[src/rtl/keypad_scan.sv]
// rtl/keypad_scan.sv - 4x4 keypad scanner with whole-frame debounce; optional auto-repeat via KEYPAD_AUTOREPEAT_EN
module keypad_scan #(
  parameter int SCAN_DIV        = 1000,
  parameter int DEBOUNCE_FRAMES = 4,
  parameter int REPEAT_DELAY    = 50,
  parameter int REPEAT_RATE     = 10
) (
  input  logic       clk,
  input  logic       reset,
  input  logic [3:0] row_in,
  output logic [3:0] col_out,
  output logic [3:0] key_code,
  output logic       key_valid,
  output logic       key_held,
  output logic       multi_key
);

  localparam int SLOT_W   = (SCAN_DIV > 1) ? $clog2(SCAN_DIV) : 1;
  // One frame counter serves debounce (press/release) and the repeat cadence,
  // which counts from 0 up to REPEAT_DELAY+REPEAT_RATE and folds back.
  localparam int RPT_SPAN = REPEAT_DELAY + REPEAT_RATE;
  localparam int CNT_MAX  = (DEBOUNCE_FRAMES > RPT_SPAN) ? DEBOUNCE_FRAMES : RPT_SPAN;
  localparam int CNT_W    = $clog2(CNT_MAX + 1);

  typedef enum logic [1:0] {IDLE, CONFIRM, HELD, RELEASE} state_e;

  logic [3:0]        row_s1_q, row_s2_q;
  logic [SLOT_W-1:0] slot_q;
  logic [1:0]        col_q;
  logic [3:0]        col_out_q;
  logic [15:0]       acc_q;
  state_e            state_q;
  logic [CNT_W-1:0]  cnt_q;
  logic [3:0]        cand_q;
  logic [3:0]        key_code_q;
  logic              key_valid_q, key_held_q, multi_key_q;

  logic              slot_end, frame_end;
  logic [15:0]       frame_keys;
  logic [4:0]        n_keys;
  logic [3:0]        hit_code;
  logic              res_none, res_single, res_multi;
  logic [CNT_W-1:0]  cnt_inc;

  assign slot_end   = (slot_q == SLOT_W'(SCAN_DIV - 1));
  assign frame_end  = slot_end && (col_q == 2'd3);
  assign res_none   = (n_keys == 5'd0);
  assign res_single = (n_keys == 5'd1);
  assign res_multi  = (n_keys > 5'd1);
  assign cnt_inc    = cnt_q + CNT_W'(1);

  // Two-flop synchronizer for the asynchronous active-low row lines
  always_ff @(posedge clk) begin
    if (reset) begin
      row_s1_q <= 4'b1111;
      row_s2_q <= 4'b1111;
    end else begin
      row_s1_q <= row_in;
      row_s2_q <= row_s1_q;
    end
  end

  // Slot timer, column rotation and accumulation of pressed keys over a frame
  always_ff @(posedge clk) begin
    if (reset) begin
      slot_q    <= '0;
      col_q     <= 2'd0;
      col_out_q <= 4'b1110;
      acc_q     <= 16'h0000;
    end else if (slot_end) begin
      slot_q    <= '0;
      col_q     <= col_q + 2'd1;
      col_out_q <= {col_out_q[2:0], col_out_q[3]};
      acc_q     <= frame_end ? 16'h0000 : frame_keys;
    end else begin
      slot_q    <= slot_q + SLOT_W'(1);
    end
  end

  // Merge the current column's rows into the frame and classify it
  always_comb begin
    frame_keys = acc_q;
    for (int r = 0; r < 4; r++) begin
      frame_keys[{r[1:0], col_q}] = ~row_s2_q[r];
    end
    n_keys   = 5'd0;
    hit_code = 4'd0;
    for (int k = 0; k < 16; k++) begin
      if (frame_keys[k]) begin
        n_keys   = n_keys + 5'd1;
        hit_code = k[3:0];
      end
    end
  end

  // Per-frame debounce FSM with registered strobe and level outputs
  always_ff @(posedge clk) begin
    if (reset) begin
      state_q     <= IDLE;
      cnt_q       <= '0;
      cand_q      <= 4'd0;
      key_code_q  <= 4'd0;
      key_valid_q <= 1'b0;
      key_held_q  <= 1'b0;
      multi_key_q <= 1'b0;
    end else begin
      key_valid_q <= 1'b0;
      multi_key_q <= frame_end && res_multi;
      if (frame_end) begin
        case (state_q)
          IDLE: begin
            if (res_single) begin
              state_q <= CONFIRM;
              cand_q  <= hit_code;
              cnt_q   <= CNT_W'(1);
            end
          end
          CONFIRM: begin
            if (res_single && (hit_code == cand_q)) begin
              if (cnt_inc == CNT_W'(DEBOUNCE_FRAMES)) begin
                state_q     <= HELD;
                key_code_q  <= cand_q;
                key_valid_q <= 1'b1;
                key_held_q  <= 1'b1;
                cnt_q       <= '0;
              end else begin
                cnt_q <= cnt_inc;
              end
            end else begin
              state_q <= IDLE;
            end
          end
          HELD: begin
            if (res_none) begin
              state_q <= RELEASE;
              cnt_q   <= CNT_W'(1);
            end
`ifdef KEYPAD_AUTOREPEAT_EN
            else if (res_single && (hit_code == key_code_q)) begin
              if (cnt_inc == CNT_W'(RPT_SPAN)) begin
                key_valid_q <= 1'b1;
                cnt_q       <= CNT_W'(REPEAT_DELAY);
              end else begin
                key_valid_q <= (cnt_inc == CNT_W'(REPEAT_DELAY));
                cnt_q       <= cnt_inc;
              end
            end
`endif
            else begin
              cnt_q <= '0;
            end
          end
          RELEASE: begin
            if (res_none) begin
              if (cnt_inc == CNT_W'(DEBOUNCE_FRAMES)) begin
                state_q    <= IDLE;
                key_held_q <= 1'b0;
                cnt_q      <= '0;
              end else begin
                cnt_q <= cnt_inc;
              end
            end else begin
              state_q <= HELD;
              cnt_q   <= '0;
            end
          end
          default: state_q <= IDLE;
        endcase
      end
    end
  end

  assign col_out   = col_out_q;
  assign key_code  = key_code_q;
  assign key_valid = key_valid_q;
  assign key_held  = key_held_q;
  assign multi_key = multi_key_q;

endmodule

[config.mk]
export PLATFORM = sky130hd
export DESIGN_NAME = keypad_scan
export DESIGN_NICKNAME = d
export VERILOG_FILES = /design/src/rtl/keypad_scan.sv
export SDC_FILE = /design/constraint.sdc
export NUM_CORES = 1
export LEC_CHECK = 0
export BUFFER_PORTS_ARGS = -buffer_cell sky130_fd_sc_hd__buf_2
export CAP_MARGIN = 20
export CORE_ASPECT_RATIO = 1.25
export CORE_UTILIZATION = 55
export CTS_CLUSTER_DIAMETER = 80
export DETAILED_ROUTE_END_ITERATION = 12
export PLACE_DENSITY = 0.76
export SLEW_MARGIN = 10
export SYNTH_ARGS = -nofsm -noshare
export SYNTH_HDL_FRONTEND = slang
export SYNTH_SLANG_ARGS = --single-unit
[constraint.sdc]
create_clock -name clk -period 14.05 [get_ports clk]
set_input_delay 0.7025 -clock clk [delete_from_list [all_inputs] [get_ports clk]]
set_output_delay 0.7025 -clock clk [all_outputs]
set_load 0.005 [all_outputs]
; ---- Yosys cells after proc, flatten, opt, wreduce, memory -nomap -nowiden
; Index checks and enable logic that the tools add are counted.
[totals]
register_bits = 59
word_cells = 143
[op_classes]
addsub = 18
magnitude_cmp = 9
eq_ne = 16
muxes = 63
bitwise = 7
reduce_logical = 17
[ops]
columns = operator, count
row1 = "5-bit by 1-bit adder with 5-bit output, second input constant", 15
row2 = 5-bit two-way mux, 15
row3 = 16-bit bitwise mux, 4
row4 = 4-bit two-way mux, 14
row5 = 6-bit two-way mux, 4
row6 = 6-bit case mux with 4 select lines, 1
row7 = 16-bit two-way mux, 1
row8 = 1-bit two-way mux, 12
row9 = 2-bit two-way mux, 6
row10 = "2-bit inequality test, second input constant", 6
row11 = "10-bit by 1-bit adder with 10-bit output, second input constant", 1
row12 = "10-bit equality test, second input constant", 1
row13 = "4-bit by 5-bit less-than comparator with 1-bit output, second input constant", 2
row14 = 1-bit demux with 2-bit select, 4
row15 = "4-bit by 1-bit greater-or-equal comparator with 1-bit output, second input constant", 2
row16 = 2-bit case mux with 4 select lines, 1
row17 = 1-bit logical AND, 7
row18 = 1-bit inverter, 7
row19 = "6-bit by 1-bit adder with 6-bit output, second input constant", 1
row20 = "2-bit equality test, second input constant", 3
row21 = "6-bit by 3-bit equality test with 1-bit output, second input constant", 1
row22 = "3-bit inequality test, second input constant", 2
row23 = 3-bit AND reduction, 2
row24 = 6-bit AND reduction, 1
row25 = 17 further kinds, 17

; ---- Logic depth before layout (Yosys ltp)
; Gate-level depths: netlist of run 1.
[depth]
depth_word = 43
mapped_depth = 57
mapped_depth_nobuf = 56

; ---- Worst setup path before layout of run 1
; No wires, ideal clock.
[synth_timing]
kind = reg-to-reg
from = reg col_q[0]
to = reg key_code_q[0], in the netlist key_code[0]
setup_ps = 128
t_arrival_ps = 10256
path_slack_ps = 3666
path_stages_with_launch = 58
path_buffers = 1
cell_sequence = dfxtp_1 -> inv_1 -> ha_1 -> or2_4 -> and3b_1 -> a221oi_4 -> xnor2_1 -> clkinv_1 -> ha_1 -> a22o_1 -> ha_1 -> and3_1 -> a31oi_1 -> nand2_1 -> ha_1 -> nor2_1 -> a31oi_1 -> ha_1 -> (+22 left out) -> nand2_1 -> ha_1 -> nor2_1 -> a31oi_1 -> ha_1 -> nand2_1 -> a21boi_0 -> inv_1 -> ha_1 -> nor2_1 -> a21oi_1 -> or3b_1 -> mux2i_1 -> mux2i_4 -> buf_6 -> nor3b_4 -> mux2i_1 -> nor2_1
[synth_between]
elab_chain_len = 42
word_cells_on_any_way = 76
classes_between = add/sub: 15 / order compare: 8 / eq/ne: 3 / mux: 43 / reduce/logical: 7
[synth_lines]
columns = element, line
row1 = start: declaration, 29  ; logic [1:0] col_q;
row2 = start signal: assignment, 72  ; col_q <= col_q + 2'd1;
row3 = 2-bit by 5-bit less-than comparator with 1-bit output (not written as such) or 2-bit by 1-bit greater-or-equal comparator with 1-bit output (tied branches), 84  ; frame_keys[{r[1:0], col_q}] = ~row_s2_q[r];
row4 = 1-bit logical AND (not written as such), 84
row5 = 1-bit two-way mux (not written as such), 84
row6 = 1-bit demux with 2-bit select, 84
row7 = 16-bit bitwise mux (4 in a row), 84
row8 = 1-bit two-way mux, 89  ; if (frame_keys[k]) begin
row9 = 5-bit by 1-bit adder with 5-bit output, 90  ; n_keys = n_keys + 5'd1;
row10 = 5-bit two-way mux, 89
row11 = (+23 left out), n/a
row12 = 5-bit two-way mux, 89
row13 = 5-bit by 1-bit adder with 5-bit output, 90
row14 = 5-bit two-way mux, 89
row15 = 5-bit by 1-bit adder with 5-bit output, 90
row16 = 5-bit two-way mux, 89
row17 = 5-bit by 1-bit equality test with 1-bit output, 48  ; assign res_single = (n_keys == 5'd1);
row18 = 1-bit logical AND, 119  ; if (res_single && (hit_code == cand_q)) begin
row19 = 4-bit AND reduction (no line) (*), n/a
row20 = end signal: assignment, 122  ; key_code_q <= cand_q;
row21 = end: declaration, 35  ; logic [3:0] key_code_q;
; Mark *: on every way between the ends. The rest lies on a longest branch, timed or not.
; A chain may end at the register's enable or synchronous reset.

; ---- Worst setup path in the final report of run 1
[layout_timing]
from = reg col_q[0]
to = reg cnt_q[5]
[layout_between]
elab_chain_len = 43
word_cells_on_any_way = 81
classes_between = add/sub: 15 / order compare: 8 / eq/ne: 5 / mux: 45 / reduce/logical: 8
[layout_lines]
columns = element, line
row1 = 2-bit by 5-bit less-than comparator with 1-bit output (not written as such) or 2-bit by 1-bit greater-or-equal comparator with 1-bit output (tied branches), 84
row2 = 1-bit logical AND (not written as such), 84
row3 = 1-bit two-way mux (not written as such), 84
row4 = 1-bit demux with 2-bit select, 84
row5 = 16-bit bitwise mux (4 in a row), 84
row6 = 1-bit two-way mux, 89
row7 = 5-bit by 1-bit adder with 5-bit output, 90
row8 = 5-bit two-way mux, 89
row9 = (+24 left out), n/a
row10 = 5-bit by 1-bit adder with 5-bit output, 90
row11 = 5-bit two-way mux, 89
row12 = 5-bit by 1-bit adder with 5-bit output, 90
row13 = 5-bit two-way mux, 89
row14 = 5-bit by 1-bit equality test with 1-bit output, 48
row15 = 1-bit logical AND, 119
row16 = 2-bit inequality test (no line), n/a
row17 = 3-bit AND reduction (no line), n/a
row18 = end signal: assignment, 127  ; cnt_q <= cnt_inc;
row19 = end signal: assignment, 160  ; cnt_q <= cnt_inc;
row20 = end: declaration, 33  ; logic [CNT_W-1:0] cnt_q;
; Parallel ways exist; a longest one is shown, timed or not.

==> results of run 1 <==
## state kept, by name (all words and copies together), names as in the netlist
register   flops
acc_q         16
slot_q        10
cnt_q          6
cand_q         4
col_out        4
key_code       4
row_s1_q       4
row_s2_q       4
col_q          2
state_q        2
key_held       1
key_valid      1
multi_key      1
## metrics by stage
stage                     area [sq um]  worst slack (ps)
after floorplan                   4857              3666
after global placement            4994              2775
after detailed placement          4994              2368
after CTS                         5194              2336
after global routing              5205              1073
final                             5205              2210
## power by group
group,internal (mW),switching (mW)
sequential,0.169,0.00186
combinational,0.0179,0.0266
clock,0.0826,0.0714
total,0.269,0.0999
## critical path: cells and delay by family (launching register included)
| kind | cells | cell delay [ps] |
|---|---|---|
| xor gates and xnor gates | 1 | 230 |
| and+or+nand+nor | 22 | 3110 |
| DFF | 1 | 350 |
| muxes | 2 | 680 |
| AOI/OAI and AO/OA | 12 | 3090 |
| adders and majority gates | 13 | 3920 |
| buffers and inverters | 3 | 330 |
## area by class of cell
class / instances / area [sq um]
fill: 763 / 3174
clock buffer: 9 / 123.9
clock inverter: 7 / 76.32
tap: 117 / 146.4
inverter: 16 / 60.06
timing repair buffer: 18 / 98.84
multi-input combinational: 509 / 3518
sequential: 59 / 1181
## cell usage after synthesis, types with 9 or more instances
library cell	n	area, sq um
a21oi_1	40	200.2
and2_1	9	56.30
and3_1	10	62.56
clkbuf_1	13	48.80
dfxtp_1	59	1181
ha_1	19	237.7
inv_1	14	52.55
mux2i_1	12	120.1
nand2_1	62	232.7
nand2b_1	11	68.82
nand3_1	19	95.09
nor2_1	69	259.0
nor3_1	21	105.1
o21ai_0	15	75.07
or2_2	13	81.33
xnor2_1	36	315.3
xor2_1	13	113.9
## kinds of logic (layout without fill, tap and decap cells)
family / after synthesis / count (layout) / share of synthesized area
AO/OA/AOI/OAI: 133 / 133 / 0.1932
XOR/XNOR: 62 / 62 / 0.1435
adder cells (fa/ha/maj): 19 / 19 / 0.04894
buffers and inverters: 37 / 50 / 0.03246
flip-flops: 59 / 59 / 0.2432
multiplexers: 15 / 15 / 0.03400
AND/OR/NAND/NOR: 280 / 280 / 0.3047
## per-layer routing
layer  track usage  vias up
met5             0        -
met2        0.4546      113
met1        0.2887     2055
met3       0.03695       30
met4        0.1131        0
li1              -     2196
## final timing paths
check,startpoint,to,cells past startpoint
worst min-delay path,row_s1_q[2]$_SDFF_PP1_,row_s2_q[2]$_SDFF_PP1_,1
worst max-delay path,col_q[0]$_SDFFE_PP0N_,cnt_q[5]$_SDFFE_PP0P_,53
worst min register to register,row_s1_q[2]$_SDFF_PP1_,row_s2_q[2]$_SDFF_PP1_,1
worst max register to register,col_q[0]$_SDFFE_PP0N_,cnt_q[5]$_SDFFE_PP0P_,53
==> out/results.ini, run 1 <==
[status]
status = complete, no violations

[timing]
fin_crit_sh = 0.8427
finalMaxSlewViolations = 0
slew-limit-headroom = 0.3675
setup_viol = 0
post-route-min-period_ps = 11840
clock.fmax_mhz = 84.46
rsz0062_at_grt = no
fin_worst_skew_ps = 8.893
holdWs_ps = 404.9
finalHoldViolCount = 0
tns_ps = 0
worst_slew_pin_slew_ps = 945.5

[place]
dpl.hpwl_microns = 8288
gp_congestion = 0.9190
place_inst = 718
port_buffers = 16

[yosys]
yosysUniqueCellTypes = 90
synth_fp_nets = 630
synth_cells = 605
ys_ff_latch = 59
netlist_area_sq_um = 4857
postSynthAreaPerCell_sq_um = 8.028
ys_warn_count = 0
yosysSeqAreaShare = 0.2432
async_flop_share = 0
synth-main-ff-cell = dfxtp_1
synth_edf_count = 0

[floorplan]
rows = 37
io_pins = 17
dieArea_sq_um = 9213
die-width_microns = 86.06
die_h_microns = 107.1
coreArea_sq_um = 8379
start_util = 0.5797

[clocking]
cts.clk_slew.worst_paths_ps = 70
cts_tree = built
clock-sinks = 59
clk_latency_ps = 340
cts-root-buf = clkbuf_8
cts_hold_buf = 0
h-tree-depth = 3
postCtsSetupBuffers = 0
cts.repair.resized = 0
numCtsBuffers = 9
cts_buffer_depth = 2

[worst_setup_path]
reg2reg_slack_ps = 2210
cp.required_ps = 14290
max_stage_delay_ps = 520
crit_arrival_ps = 12070
crit_path_max_fanout = 16
path_class = reg -> reg
cp_common_cell = ha_1
cpMaxStageDelayCell = or4_1
crit_path_end_kind = flip-flop
crit_path_start_kind = flip-flop

[layout]
area_delta_synth_final_pct = 7.161
drive_gt1_frac = 0.1197
nNetsFinal = 638
final_common_cell = nor2_1
n_antenna_cell = 0
fin_util = 0.6212
layout_common_cells = 69 x nor2_1, 62 x nand2_1, 59 x dfxtp_1
fin_cells = 735

[power]
leakagePower_nw = 2.042
irDropWorstVdd_mv = 0.1086
power_uw = 369.3
power_density_nw_per_um2 = 70.95

[routing]
vias = 4394
highest_layer = met4
firstDrtPassIters = 5
dr_wl_met2_microns = 5575
ant_nets = 0
routed_wl_microns = 10980
drcViolationCount = 0
m1WireLength_microns = 4727
drt_iter0_markers = 246
vias_per_cell = 5.978
post_drt_wl_per_cell_microns = 14.94
routed-wl-met3_microns = 350

[hold_path]
hp-class = reg -> reg

[global_route]
antenna_found_initial = 0
grt_pass1_wl_microns = 18750
grt_max_degree = 57
overflow = 0
grt_pass1_vias = 4177
grtUsageTotal = 0.2514

[run]
cap_violations = 0

Power figures use the tool's default switching activity.
==> inputs of run 2 (changes only) <==
==> constraint.sdc (replaced) <==
create_clock -name clk -period 11.6 [get_ports clk]
set_input_delay 0.58 -clock clk [delete_from_list [all_inputs] [get_ports clk]]
set_output_delay 0.58 -clock clk [all_outputs]
set_load 0.005 [all_outputs]
==> run 2 against run 1 <==
  * Sequential share of layout area shrank 0.90 points
  * Sequential power grew 21%
  * Highest routed layer unchanged
  * Global-route usage shrank 0.081 points
  * Register-to-register slack lost 1600 ps
  * Largest cell class unchanged
  * Design area grew 4.4%
==> out/results.ini, run 2 (synthesis results as in run 1) <==
[layout]
n_antenna_cell = 0  ; unchanged
fin_util = 0.6484  ; +0.02718
regArea_sq_um = 1184  ; +0.21%
nFillCells = 723  ; -5.2%
largest_reg_flops = 16  ; unchanged
nNetsFinal = 647  ; +1.4%
final_common_cell = nor2_1
largest-register = acc_q
drive_gt1_frac = 0.1595  ; +0.03975
reg.largest.list = acc_q x16, slot_q x10, cnt_q x6
layout_common_cells = 68 x nor2_1, 61 x nand2_1, 57 x dfxtp_1
multi_input_area_sq_um = 3687  ; +4.8%
area_delta_synth_final_pct = 11.85

[routing]
ant_nets = 0  ; unchanged
vias_per_cell = 5.964  ; -0.24%
routed_wl_microns = 11260  ; +2.5%
drcViolationCount = 0  ; unchanged
firstDrtPassIters = 6  ; +1
drt_iter0_markers = 236  ; -4.1%
post_drt_wl_per_cell_microns = 15.13  ; +1.2%
vias = 4437  ; +0.98%

[global_route]
grt_pass1_vias = 4185  ; +0.19%
overflow = 0  ; unchanged
grtUsageTotal = 0.2506  ; -0.0008122
grt_max_degree = 57  ; unchanged
antenna_found_initial = 0  ; unchanged
grt_pass1_wl_microns = 18770  ; +0.11%

[place]
port_buffers = 16  ; unchanged
dpl.hpwl_microns = 8340  ; +0.62%
gp_congestion = 0.9035  ; -1.7%

[worst_setup_path]
cp_common_cell = ha_1
crit_path_start_kind = flip-flop
crit_path_end_kind = flip-flop
cp.required_ps = 11820  ; -2470 ps
path_class = reg -> reg
cp_top_family = adder cells
crit_arrival_ps = 11180  ; -890 ps
path_buf_inv = 4  ; +1
cpMaxStageDelayCell = ha_1
max_stage_delay_ps = 370  ; -150 ps
crit_path_max_fanout = 16  ; unchanged

[power]
p_comb_frac = 0.139  ; +0.019
p_sw_uw = 119.4  ; +20%
irDropWorstVdd_mv = 0.1631  ; +50%
leakagePower_nw = 2.103  ; +3.0%
pwr-share-seq = 0.459  ; -0.004
p_sw_frac = 0.2654  ; -0.005077
intPower_uw = 330.6  ; +23%
power_frac_clock = 0.401  ; -0.016
power_density_nw_per_um2 = 82.84  ; +17%
power_uw = 450.0  ; +22%

[clocking]
cts-root-buf = clkbuf_8
numCtsBuffers = 9  ; unchanged
cts_tree = built
cts.clk_slew.worst_paths_ps = 70  ; about the same
cts_buffer_depth = 2  ; unchanged
clock-sinks = 59  ; unchanged
cts_hold_buf = 0  ; unchanged
h-tree-depth = 3  ; unchanged
clk_latency_ps = 340  ; about the same

[timing]
worst_slew_pin_slew_ps = 945.7  ; +0.1858 ps
finalMaxSlewViolations = 0  ; unchanged
finalHoldViolCount = 0  ; unchanged
tns_ps = 0  ; unchanged
post-route-min-period_ps = 10950  ; -884.8 ps
setup_viol = 0  ; unchanged
fin_worst_skew_ps = 7.405  ; -1.488 ps
slew-limit-headroom = 0.3674  ; about the same
fin_crit_sh = 0.9444  ; +0.1017
clock.fmax_mhz = 91.28  ; +8.1%

[floorplan]
die_h_microns = 107.1  ; unchanged
dieArea_sq_um = 9213  ; unchanged
io_pins = 17  ; unchanged
start_util = 0.5797  ; unchanged
rows = 37  ; unchanged
die-width_microns = 86.06  ; unchanged
coreArea_sq_um = 8379  ; unchanged

[run]
cap_violations = 0  ; unchanged

[status]
status = complete, no violations

[hold_path]
hp-class = reg -> reg

[run 2: cell count changes in the layout (fill, tap and decap cells not counted), sizes merged]
cell,change
clkinvlp,-1
mux2i,+1
clkbuf,+1
buf,+8
[run 2: what timing repair did]
item                                    CTS  global route
setup buffers                             0             6
gates resized for setup                   1            28
pin swaps                                 0             4
endpoints found under the setup margin   10            19
gates cloned                              0             1
[run 2: stage by stage]
stage	hold slack (ps)	setup WS, ps	std cells	area, sq um
floorplan	389.5	1216	605	4857
global placement	392.3	346.4	720	5009
detailed placement	397.9	-121.0	720	5009
CTS	405.0	4.919	736	5204
global route	409.3	-156.3	744	5433
finish	409.0	645.1	744	5433
[run 2: worst paths after layout]
check	from	endpoint	slack (ps)	cells past startpoint
worst min register to register	row_s1_q[3]$_SDFF_PP1_	row_s2_q[3]$_SDFF_PP1_	410	1
worst min-delay path	row_s1_q[3]$_SDFF_PP1_	row_s2_q[3]$_SDFF_PP1_	410	1
worst max register to register	col_q[0]$_SDFFE_PP0N_	cnt_q[5]$_SDFFE_PP0P_	650	56
worst max-delay path	col_q[0]$_SDFFE_PP0N_	cnt_q[5]$_SDFFE_PP0P_	650	56
[run 2: layout make-up]
| cell class | instances | area share |
|---|---|---|
| clock inverter | 6 | 0.01198 |
| multi-input combinational | 510 | 0.6787 |
| sequential | 59 | 0.2179 |
| clock buffer | 10 | 0.02349 |
| inverter | 16 | 0.01105 |
| timing repair buffer | 26 | 0.02994 |
| tap | 117 | 0.02695 |
[run 2: metal layers]
layer,wire length [microns],GRT usage
met4,316,0.1143
met3,280,0.03387
met1,4871,0.3013
met2,5787,0.4388
met5,0,0
[run 2: worst register-to-register path: cells and delay by family, from the launching register on]
family                     cells  cell delay [ps]
adders and majority gates     14             3970
AOI/OAI and AO/OA             14             2780
and+or+nand+nor               20             2550
muxes                          2              510
DFF                            1              360
buffers and inverters          4              350
xor gates and xnor gates       2              310
[run 2: power by group through the flow]
stage / combinational [mW] / sequential (mW) / clock (mW)
floorplan: 0.0467 / 0.210 / 0
global placement: 0.0516 / 0.211 / 0
detailed placement: 0.0536 / 0.211 / 0
CTS: 0.0540 / 0.207 / 0.188
global route: 0.0686 / 0.207 / 0.194
finish: 0.0626 / 0.207 / 0.181
==> inputs of run 3 (changes only) <==
--- a/config.mk
+++ b/config.mk
@@ -5,6 +5,7 @@
 export SDC_FILE = /design/constraint.sdc
 export NUM_CORES = 1
 export LEC_CHECK = 0
+export ABC_AREA = 1
 export BUFFER_PORTS_ARGS = -buffer_cell sky130_fd_sc_hd__buf_2
 export CAP_MARGIN = 20
 export CORE_ASPECT_RATIO = 1.25
==> constraint.sdc (replaced) <==
create_clock -name clk -period 13.8 [get_ports clk]
set_input_delay 0.69 -clock clk [delete_from_list [all_inputs] [get_ports clk]]
set_output_delay 0.69 -clock clk [all_outputs]
set_load 0.005 [all_outputs]
==> run 3 against run 2 <==
  * Sequential power is 16% lower
  * Clock power grew 8%
  * Hold slack improved by 1.3 ps
  * Synthesized cell count increased by 21%
  * Critical path depth increased by 14
  * Critical endpoint is now state_q[0]$_SDFFE_PP0P_
  * Register-to-register slack gained 1700 ps
  * Non-clock buffer count is 8 lower
  * Highest routed layer unchanged
  * Synthesized area fell by 6.4%
  * Design area down 9.3%
==> out/results.ini, run 3 <==
[yosys]
synthTopCellsByCount = 182 x nand2_1, 116 x inv_1, 87 x nand3_1
ys_warn_count = 0  ; unchanged
synth_cells = 734  ; +21%
synth-main-ff-cell = dfxtp_1
yosysMostFrequentCell = nand2_1
postSynthAreaPerCell_sq_um = 6.195  ; -23%
netlist_area_sq_um = 4547  ; -6.4%
yosysSeqAreaShare = 0.2598  ; +0.01660
synth_edf_count = 0  ; unchanged
async_flop_share = 0  ; unchanged
ys_ff_latch = 59  ; unchanged
synth_top_area_frac = 0.2598  ; +0.01660
synth_top_area_cell = dfxtp_1
synth_fp_nets = 759  ; +20%
ys_top_cells_by_area = dfxtp_1 26%, nand2_1 15%, nand3_1 9.6%
yosysUniqueCellTypes = 39  ; -57%

[power]
irDropWorstVdd_mv = 0.1073  ; -34%
leakagePower_nw = 2.688  ; +28%
power_density_nw_per_um2 = 80.84  ; -2.4%
p_sw_frac = 0.2204  ; -0.04494
power_uw = 398.3  ; -11%
pwr-share-seq = 0.435  ; -0.024
power_frac_clock = 0.490  ; +0.089
intPower_uw = 310.5  ; -6.1%
p_comb_frac = 0.075  ; -0.064
p_sw_uw = 87.80  ; -26%

[clocking]
postCtsSetupBuffers = 0  ; unchanged
numCtsBuffers = 9  ; unchanged
cts_hold_buf = 0  ; unchanged
cts_buffer_depth = 2  ; unchanged
h-tree-depth = 3  ; unchanged
cts.repair.resized = 0  ; -1
clk_latency_ps = 340  ; about the same
clock-sinks = 59  ; unchanged
cts_tree = built
cts-root-buf = clkbuf_8
cts.clk_slew.worst_paths_ps = 70  ; about the same

[place]
port_buffers = 16  ; unchanged
place_inst = 833  ; +16%
dp_slack_ps = 2399  ; +2520 ps
gp_congestion = 0.9351  ; +3.5%
dpl.hpwl_microns = 7451  ; -11%

[layout]
reg.largest.list = acc_q x16, slot_q x10, cnt_q x6
n_antenna_cell = 0  ; unchanged
layout_common_cells = 182 x nand2_1, 116 x inv_1, 87 x nand3_1
final_common_cell = nand2_1
largest_reg_flops = 16  ; unchanged
area_delta_synth_final_pct = 8.366
drive_gt1_frac = 0.1355  ; -0.02403
fin_cells = 848  ; +14%
largest-register = acc_q
nNetsFinal = 774  ; +20%

[floorplan]
die_h_microns = 103.7  ; -3.2%
coreArea_sq_um = 7883  ; -5.9%
dieArea_sq_um = 8637  ; -6.3%
die-width_microns = 83.33  ; -3.2%
start_util = 0.5768  ; -0.002837
rows = 36  ; -2.7%
io_pins = 17  ; unchanged

[timing]
clock.fmax_mhz = 87.27  ; -4.4%
finalMaxSlewViolations = 0  ; unchanged
setup_viol = 0  ; unchanged
tns_ps = 0  ; unchanged
finalHoldViolCount = 0  ; unchanged
fin_worst_skew_ps = 10.59  ; +3.187 ps
worst_slack_ps = 2341  ; +1696 ps
post-route-min-period_ps = 11460  ; +504.2 ps
fin_crit_sh = 0.8304  ; -0.1140
slew-limit-headroom = 0.4762  ; +0.1088
worst_slew_pin_slew_ps = 778.5  ; -167.2 ps
rsz0062_at_grt = no

[global_route]
overflow = 0  ; unchanged
grtUsageTotal = 0.2354  ; -0.01518
antenna_found_initial = 0  ; unchanged
grt_max_degree = 29  ; -49%
grt_pass1_wl_microns = 17300  ; -7.8%
grt_pass1_vias = 4226  ; +0.98%

[worst_setup_path]
crit_path_end_kind = flip-flop
max_stage_delay_ps = 430  ; +60 ps
cp_common_cell = nand2_1
crit_path_max_fanout = 10  ; -6
path_class = reg -> reg
crit_path_start_kind = flip-flop
cp.required_ps = 14030  ; +2210 ps
cpMaxStageDelayCell = ha_1
crit_arrival_ps = 11690  ; +510 ps

[routing]
drcViolationCount = 0  ; unchanged
ant_nets = 0  ; unchanged
vias_per_cell = 5.330  ; -11%
vias = 4520  ; +1.9%
drt_iter0_markers = 155  ; -34%
post_drt_wl_per_cell_microns = 11.36  ; -25%
firstDrtPassIters = 5  ; -1
routed_wl_microns = 9634  ; -14%

[hold_path]
hp-class = reg -> reg

[status]
status = complete, no violations

[run]
cap_violations = 0  ; unchanged

run 3: cell types whose count changed after synthesis, moves of 12 or more:
cell     change
nand2_1    +120
inv_1      +102
nand3_1     +68
xnor2_1     -33
nand2_2     +21
a21oi_1     -19
nor3_1      -16
mux2i_1     -12
o21ai_1     +12
o31ai_1     +12
run 3: metal layers:
layer	track usage	up-vias	share of wire
li1	-	2397	-
met1	0.2680	2022	0.44
met2	0.4309	87	0.51
met3	0.03108	14	0.032
met4	0.1071	0	0.018
met5	0	-	0
run 3: critical path, delay by kind of cell, from the launching register on:
| family | cells | cell delay, ps |
|---|---|---|
| AO/OA/AOI/OAI | 3 | 490 |
| adder cells (fa/ha/maj) | 14 | 3810 |
| flip-flops | 1 | 330 |
| buffers and inverters | 13 | 690 |
| XOR/XNOR | 1 | 120 |
| AND/OR/NAND/NOR | 39 | 5900 |
run 3: final cells by class:
| type | instances | area (sq um) |
|---|---|---|
| Tap cell | 95 | 118.9 |
| Sequential cell | 59 | 1181 |
| Inverter | 121 | 456.7 |
| Fill cell | 722 | 2955 |
| Multi-Input combinational cell | 540 | 2826 |
| Clock inverter | 4 | 97.59 |
| Timing Repair Buffer | 18 | 95.09 |
| Clock buffer | 11 | 151.4 |
run 3: logic make-up after synthesis:
group                      after synthesis  share of synthesized area
xor gates and xnor gates                10                    0.01926
AOI/OAI and AO/OA                       84                     0.1150
and+or+nand+nor                        427                     0.4351
buffers and inverters                  135                     0.1186
DFF                                     59                     0.2598
adders and majority gates               19                    0.05228
run 3: power by group through the flow:
stage	logic (mW)	registers (mW)	clock network, mW
6_report	0.0298	0.173	0.195
3_5_place_dp	0.0295	0.177	0
2_1_floorplan	0.0241	0.177	0
5_1_grt	0.0340	0.173	0.207
3_3_place_gp	0.0283	0.177	0
4_1_cts	0.0297	0.173	0.197
run 3: final timing paths:
kind,from,slack (ps),endpoint,cells after the start
max,col_q[1]$_SDFFE_PP0N_,2340,state_q[0]$_SDFFE_PP0P_,70
min,row_s1_q[2]$_SDFF_PP1_,410,row_s2_q[2]$_SDFF_PP1_,1
max reg2reg,col_q[1]$_SDFFE_PP0N_,2340,state_q[0]$_SDFFE_PP0P_,70
min reg2reg,row_s1_q[2]$_SDFF_PP1_,410,row_s2_q[2]$_SDFF_PP1_,1
run 3: metrics by stage:
step / cell area, sq um / hold WS [ps] / util
after detailed placement: 4678 / 397.7 / 0.5935
after global placement: 4678 / 393.3 / 0.5935
after floorplan: 4547 / 389.5 / -
final: 4927 / 410.3 / 0.6251
after CTS: 4927 / 412.6 / 0.6251
after global routing: 4927 / 429.8 / 0.6251
